**src/rtl/maze_lookup_arbiter.sv**
```systemverilog
// Single-port maze tile RAM arbiter: round-robin sprite reads, streak-limited
// flush writes, and a fixed-latency tagged response pipeline.
module maze_lookup_arbiter #(
    parameter int N_REQ         = 5,
    parameter int ADDR_W        = 10,
    parameter int DATA_W        = 4,
    parameter int MEM_LAT       = 1,
    parameter int MAX_WR_STREAK = 4
) (
    input  logic                    clk,
    input  logic                    rst,
    input  logic [N_REQ-1:0]        rd_req,
    input  logic [N_REQ*ADDR_W-1:0] rd_addr,
    output logic [N_REQ-1:0]        rd_gnt,
    output logic [N_REQ-1:0]        rsp_valid,
    output logic [DATA_W-1:0]       rsp_data,
    input  logic                    wr_req,
    input  logic [ADDR_W-1:0]       wr_addr,
    input  logic [DATA_W-1:0]       wr_data,
    output logic                    wr_gnt,
    input  logic                    hold,
    output logic                    mem_en,
    output logic                    mem_we,
    output logic [ADDR_W-1:0]       mem_addr,
    output logic [DATA_W-1:0]       mem_wdata,
    input  logic [DATA_W-1:0]       mem_rdata
);

    localparam int PTR_W = (N_REQ > 1) ? $clog2(N_REQ) : 1;
    localparam int STK_W = $clog2(MAX_WR_STREAK + 1);

    // Handshake: a request completes in the cycle where req and gnt are both
    // high; the requester holds req/addr stable until then.

    logic [PTR_W-1:0]  rr_ptr;
    logic [PTR_W-1:0]  ptr_next;
    logic [STK_W-1:0]  wr_streak;
    logic [N_REQ-1:0]  tag_q [MEM_LAT];

    logic              any_rd;
    logic              wr_win;
    logic [N_REQ-1:0]  ge_mask;
    logic [N_REQ-1:0]  masked;
    logic [N_REQ-1:0]  rr_pick;
    logic [ADDR_W-1:0] rd_addr_sel;

    assign any_rd = |rd_req;

    // Requests at or above rr_ptr win first; otherwise wrap to the lowest set bit.
    assign ge_mask = ~((N_REQ'(1) << rr_ptr) - N_REQ'(1));
    assign masked  = rd_req & ge_mask;
    assign rr_pick = (|masked) ? (masked & (~masked + N_REQ'(1)))
                               : (rd_req & (~rd_req + N_REQ'(1)));

    assign wr_win = wr_req && (!any_rd || (wr_streak < STK_W'(MAX_WR_STREAK)));
    assign wr_gnt = !hold && wr_win;
    assign rd_gnt = (!hold && !wr_win) ? rr_pick : '0;

    always_comb begin
        rd_addr_sel = '0;
        ptr_next    = rr_ptr;
        for (int i = 0; i < N_REQ; i++) begin
            if (rd_gnt[i]) begin
                rd_addr_sel = rd_addr[i*ADDR_W +: ADDR_W];
                ptr_next    = (i == N_REQ - 1) ? '0 : PTR_W'(i + 1);
            end
        end
    end

    assign mem_en    = wr_gnt | (|rd_gnt);
    assign mem_we    = wr_gnt;
    assign mem_addr  = wr_gnt ? wr_addr : rd_addr_sel;
    assign mem_wdata = wr_data;

    always_ff @(posedge clk or posedge rst) begin
        if (rst) begin
            rr_ptr    <= '0;
            wr_streak <= '0;
            for (int i = 0; i < MEM_LAT; i++) tag_q[i] <= '0;
            rsp_valid <= '0;
            rsp_data  <= '0;
        end else begin
            if (|rd_gnt) rr_ptr <= ptr_next;

            if (!hold) begin
                if ((|rd_gnt) || !any_rd)
                    wr_streak <= '0;
                else if (wr_gnt && (wr_streak != STK_W'(MAX_WR_STREAK)))
                    wr_streak <= wr_streak + STK_W'(1);
            end

            // Tag tracks which requester owns the RAM data emerging MEM_LAT cycles later.
            tag_q[0] <= rd_gnt;
            for (int i = 1; i < MEM_LAT; i++) tag_q[i] <= tag_q[i-1];

            rsp_valid <= tag_q[MEM_LAT-1];
            if (|tag_q[MEM_LAT-1]) rsp_data <= mem_rdata;
        end
    end

endmodule

```
**config.mk**
```make
export PLATFORM = sky130hd
export DESIGN_NAME = maze_lookup_arbiter
export DESIGN_NICKNAME = d
export VERILOG_FILES = /design/src/rtl/maze_lookup_arbiter.sv
export SDC_FILE = /design/constraint.sdc
export NUM_CORES = 1
export LEC_CHECK = 0
export CELL_PAD_IN_SITES_DETAIL_PLACEMENT = 1
export CELL_PAD_IN_SITES_GLOBAL_PLACEMENT = 2
export CORE_MARGIN = 1
export CORE_UTILIZATION = 35
export CTS_CLUSTER_SIZE = 30
export DETAILED_ROUTE_END_ITERATION = 7
export DONT_BUFFER_PORTS = 1
export PLACE_DENSITY = 0.92
export SLEW_MARGIN = 10
export SYNTH_ARGS = -nofsm -noshare
export SYNTH_HDL_FRONTEND = slang
export SYNTH_SLANG_ARGS = --single-unit
```
**constraint.sdc**
```tcl
create_clock -name clk -period 5.89 [get_ports clk]
set_clock_uncertainty 0.2 [all_clocks]
set_input_delay 1.178 -clock clk [delete_from_list [all_inputs] [get_ports clk]]
set_output_delay 1.178 -clock clk [all_outputs]
set_load 0.03 [all_outputs]
```
==> summary.md <==
| Metric | Value |
|---|---|
| Instance count after placement with tap cells included | 205 |
| Data arrival time of the critical path | 3.48 ns |
| Area share of xor/xnor cells in the synthesized design | 0 |
| PwrDens | 473 nW/um^2 |
| Worst vdd ir | 124 uV |
| Count of port buffers added during placement | 0 |
| Min-delay worst type | reg2reg |
| Outcome | completed |
| Share of synthesized cell area in full adder, half adder and majority cells | 0.0167 |
| Number of distinct library cells after synthesis | 50 |
| Fraction of registers with async set or reset after synthesis | 1.00 |
| Time the worst path needs with I/O delays and setup | 4.86 ns |
| Average vias per placed instance | 6.46 |
| Post-detailed-route count of antenna-violating nets | 0 |
| Area contributors post-synth | dfrtp_1 (33%), a32o_1 (6.0%), a211oi_1 (4.5%), o31ai_1 (4.0%), nand2_1 (3.8%) |
| Pre-Repair DR Iteration Count | 4 |
| Synth warn | 0 |
| Critical-path maximum fanout | 10 |
| Total half-perimeter wirelength after legalization and detailed placement | 3800 um |
| Most frequently used cell type in the post-synthesis netlist | dfrtp_1 |
| Critical path launch point type | primary input |
| Routed len/inst | 22.3 um |
| Max Root-Sink Buffers | 2 |
| Most used flip-flop cell after synthesis | dfrtp_1 |
| Number of cell instances on the worst register-to-register path | 7 |
| Fraction of layout cells with a size suffix above 1 | 0.195 |
| Number of design-rule violations left by the first detailed-router iteration | 22 |
| Setup repair after global routing missed its margin | no |
| Fraction of synthesized cell area taken by the top area cell type | 0.334 |
| Max incr delay on CP | 0.62 ns |
| H-tree depth | 1 |
| Floorplan die height | 67.4 um |
| Slew at the pin with the worst max-slew slack | 0.771 ns |
| Worst slew margin relative to its limit | 0.484 |
| Total chip power | 0.000770 W |
| Mapped Avg Cell Area | 9.41 um^2 |
| Kind of end point of the critical path | output pin |
| CTS clock-pin slew for the worst setup and hold paths | 0.07 ns |
| Clock insertion delay at the later pin of the skew report | 0.25 ns |
| Sequential-to-total area share from yosys stat | 0.334 |
| First-pass GRT wire length | 6910 um |
| Number of endpoints failing setup at the final stage | 0 |
| Via count of the first global-routing pass | 1,477 |
| Final weighted congestion in routability-driven placement | 0.821 |
| Post-CTS setup buffer count | 0 |
| Initial core utilization | 0.369 |
| Area share of and/or/nand/nor cells after synthesis | 0.176 |
| Top cells by count, synth | dfrtp_1 (20), nand2_1 (15), a211oi_1 (9), a32o_1 (9) |
| Dominant combinational cell family by area after synthesis | compound AO/OA/AOI/OAI gates |
| Worst hold margin | 0.180 ns |
| Post-synthesis cell count | 159 |
| Floorplan Core Area | 4060 um^2 |
| Total wire length after detailed routing | 4650 um |
| Post-Route Setup TNS | 0 ns |
| Final Max Tran Viols | 0 |
| Total nets after synthesis | 238 |
| DRC viols | 0 |
| Total number of clock tree sinks | 20 |
| Hold Violations, Final | 0 |
| Horizontal die dimension | 67.4 um |
| Global-route congestion overflow total | 0 |
| Via total after detailed routing | 1,350 |
| Slowest cell on crit path | a31oi_1 |
| Hold Startpoint | tag_q[0] |
| Area added between synthesis and finish | 8.70% |
| Cts repair resizes | 0 |
| Leading area contributor after synthesis | dfrtp_1 |
| Hold-fix buffer count after cts | 0 |
| Pin count of the biggest net entering global routing | 21 |
| Worst-case register-to-register setup slack | 3.16 ns |
| Worst path cell trace | and2b_1 -> a311oi_4 -> and2_1 -> and2_1 -> a22oi_1 -> a31oi_1 |
| CTS tree | yes |
| Initial antenna violation count | 0 |
| NumNets Final | 239 |
| Static power due to leakage | 0.647 nW |
| Clk root buf | clkbuf_8 |
| Global-route total usage across every layer | 0.204 |
| Cell Rows | 23 |
| Beginning of the worst register-to-register path | wr_streak[2] |
| Register bit count reported by yosys | 20 |
| Family with the most delay on the worst path | compound AO/OA/AOI/OAI gates |
| End point of the worst hold path | rsp_valid[0] |
| Crit-path most repeated cell | and2_1 |
| I/O pin count | 108 |
| Fraction of the mapped netlist area in compound gates | 0.351 |
| Overall die area | 4540 um^2 |
| Max-cap viol count | 0 |
| Number of enable-type register cells in the synthesized netlist | 0 |
| Worst setup path category | in2out |
| Cts bufs inserted | 3 |
| Final period util | 0.826 |
| Final cell count without fillers | 209 |
| Data required time at the worst endpoint | 4.51 ns |
| Top achievable clock speed | 206 MHz |
| Reg2reg end | rr_ptr[0] |
| Critical path buffers and inverters | 0 |
| Post-synthesis mux area share | 0.0301 |
| Total inserted antenna cells | 0 |
| Instance count along the most critical hold path | 0 |
| Cell area after synthesis | 1500 um^2 |
-- power breakdown --
group          switching (W)  total (W)  internal [W]
Combinational       0.000229   0.000372      0.000143
Sequential         0.0000843   0.000263      0.000178
Clock              0.0000451   0.000136     0.0000906
-- registers in the layout, summed over array words and instances (netlist names) --
signal and flops:
rr_ptr 3, rsp_data 4, rsp_valid 5, tag_q 5, wr_streak 3
-- metal layers --
metal / routed length [um] / global-route usage
met1: 1700 / 0.209
met2: 2560 / 0.404
met3: 331 / 0.0338
met4: 62 / 0.0798
met5: 0 / 0
-- final cells by class --
cell class              instances  area, um^2
inverters                       9        33.8
multi-input cells             115         876
fillers                       455        2430
clock inverters                 1        30.0
repair buffers                 11        82.6
clock buffers                   3        41.3
well taps                      50        62.6
flip-flops and latches         20         500
-- kinds of logic after synthesis --
family / Yosys count
buf+inv: 24
fa+ha+maj: 2
flops: 20
simple gates: 47
mux: 4
compound gates: 62
-- cell usage in the layout, fill, tap and decap left out, types with 3 or more instances in the layout --
cell      count
dfrtp_1      20
nand2_1      15
buf_4        11
a211oi_1      9
a32o_1        9
inv_1         8
o22ai_1       8
o31ai_1       8
nand2b_1      6
nor2_1        6
and2_1        5
nor2b_1       4
mux2_2        4
o21ai_0       3
clkbuf_8      3
-- through the flow --
step / setup slack [ns] / utilization / cell area, um^2
floorplan: 1.35 / - / 1500
global placement: 1.16 / 0.383 / 1560
detailed placement: 1.03 / 0.383 / 1560
CTS: 1.03 / 0.401 / 1630
global route: 0.904 / 0.401 / 1630
finish: 1.03 / 0.401 / 1630
-- worst max-delay path by stage --
stage,slack (ns),cells past startpoint,from,end
floorplan,1.35,7,wr_req,mem_addr[3]
global placement,1.16,6,wr_req,mem_addr[0]
detailed placement,1.03,6,wr_req,mem_addr[8]
CTS,1.03,6,wr_req,mem_addr[8]
global route,0.90,6,wr_req,mem_addr[8]
finish,1.03,6,wr_req,mem_addr[8]
No activity file was read; power rests on OpenSTA's default activity.
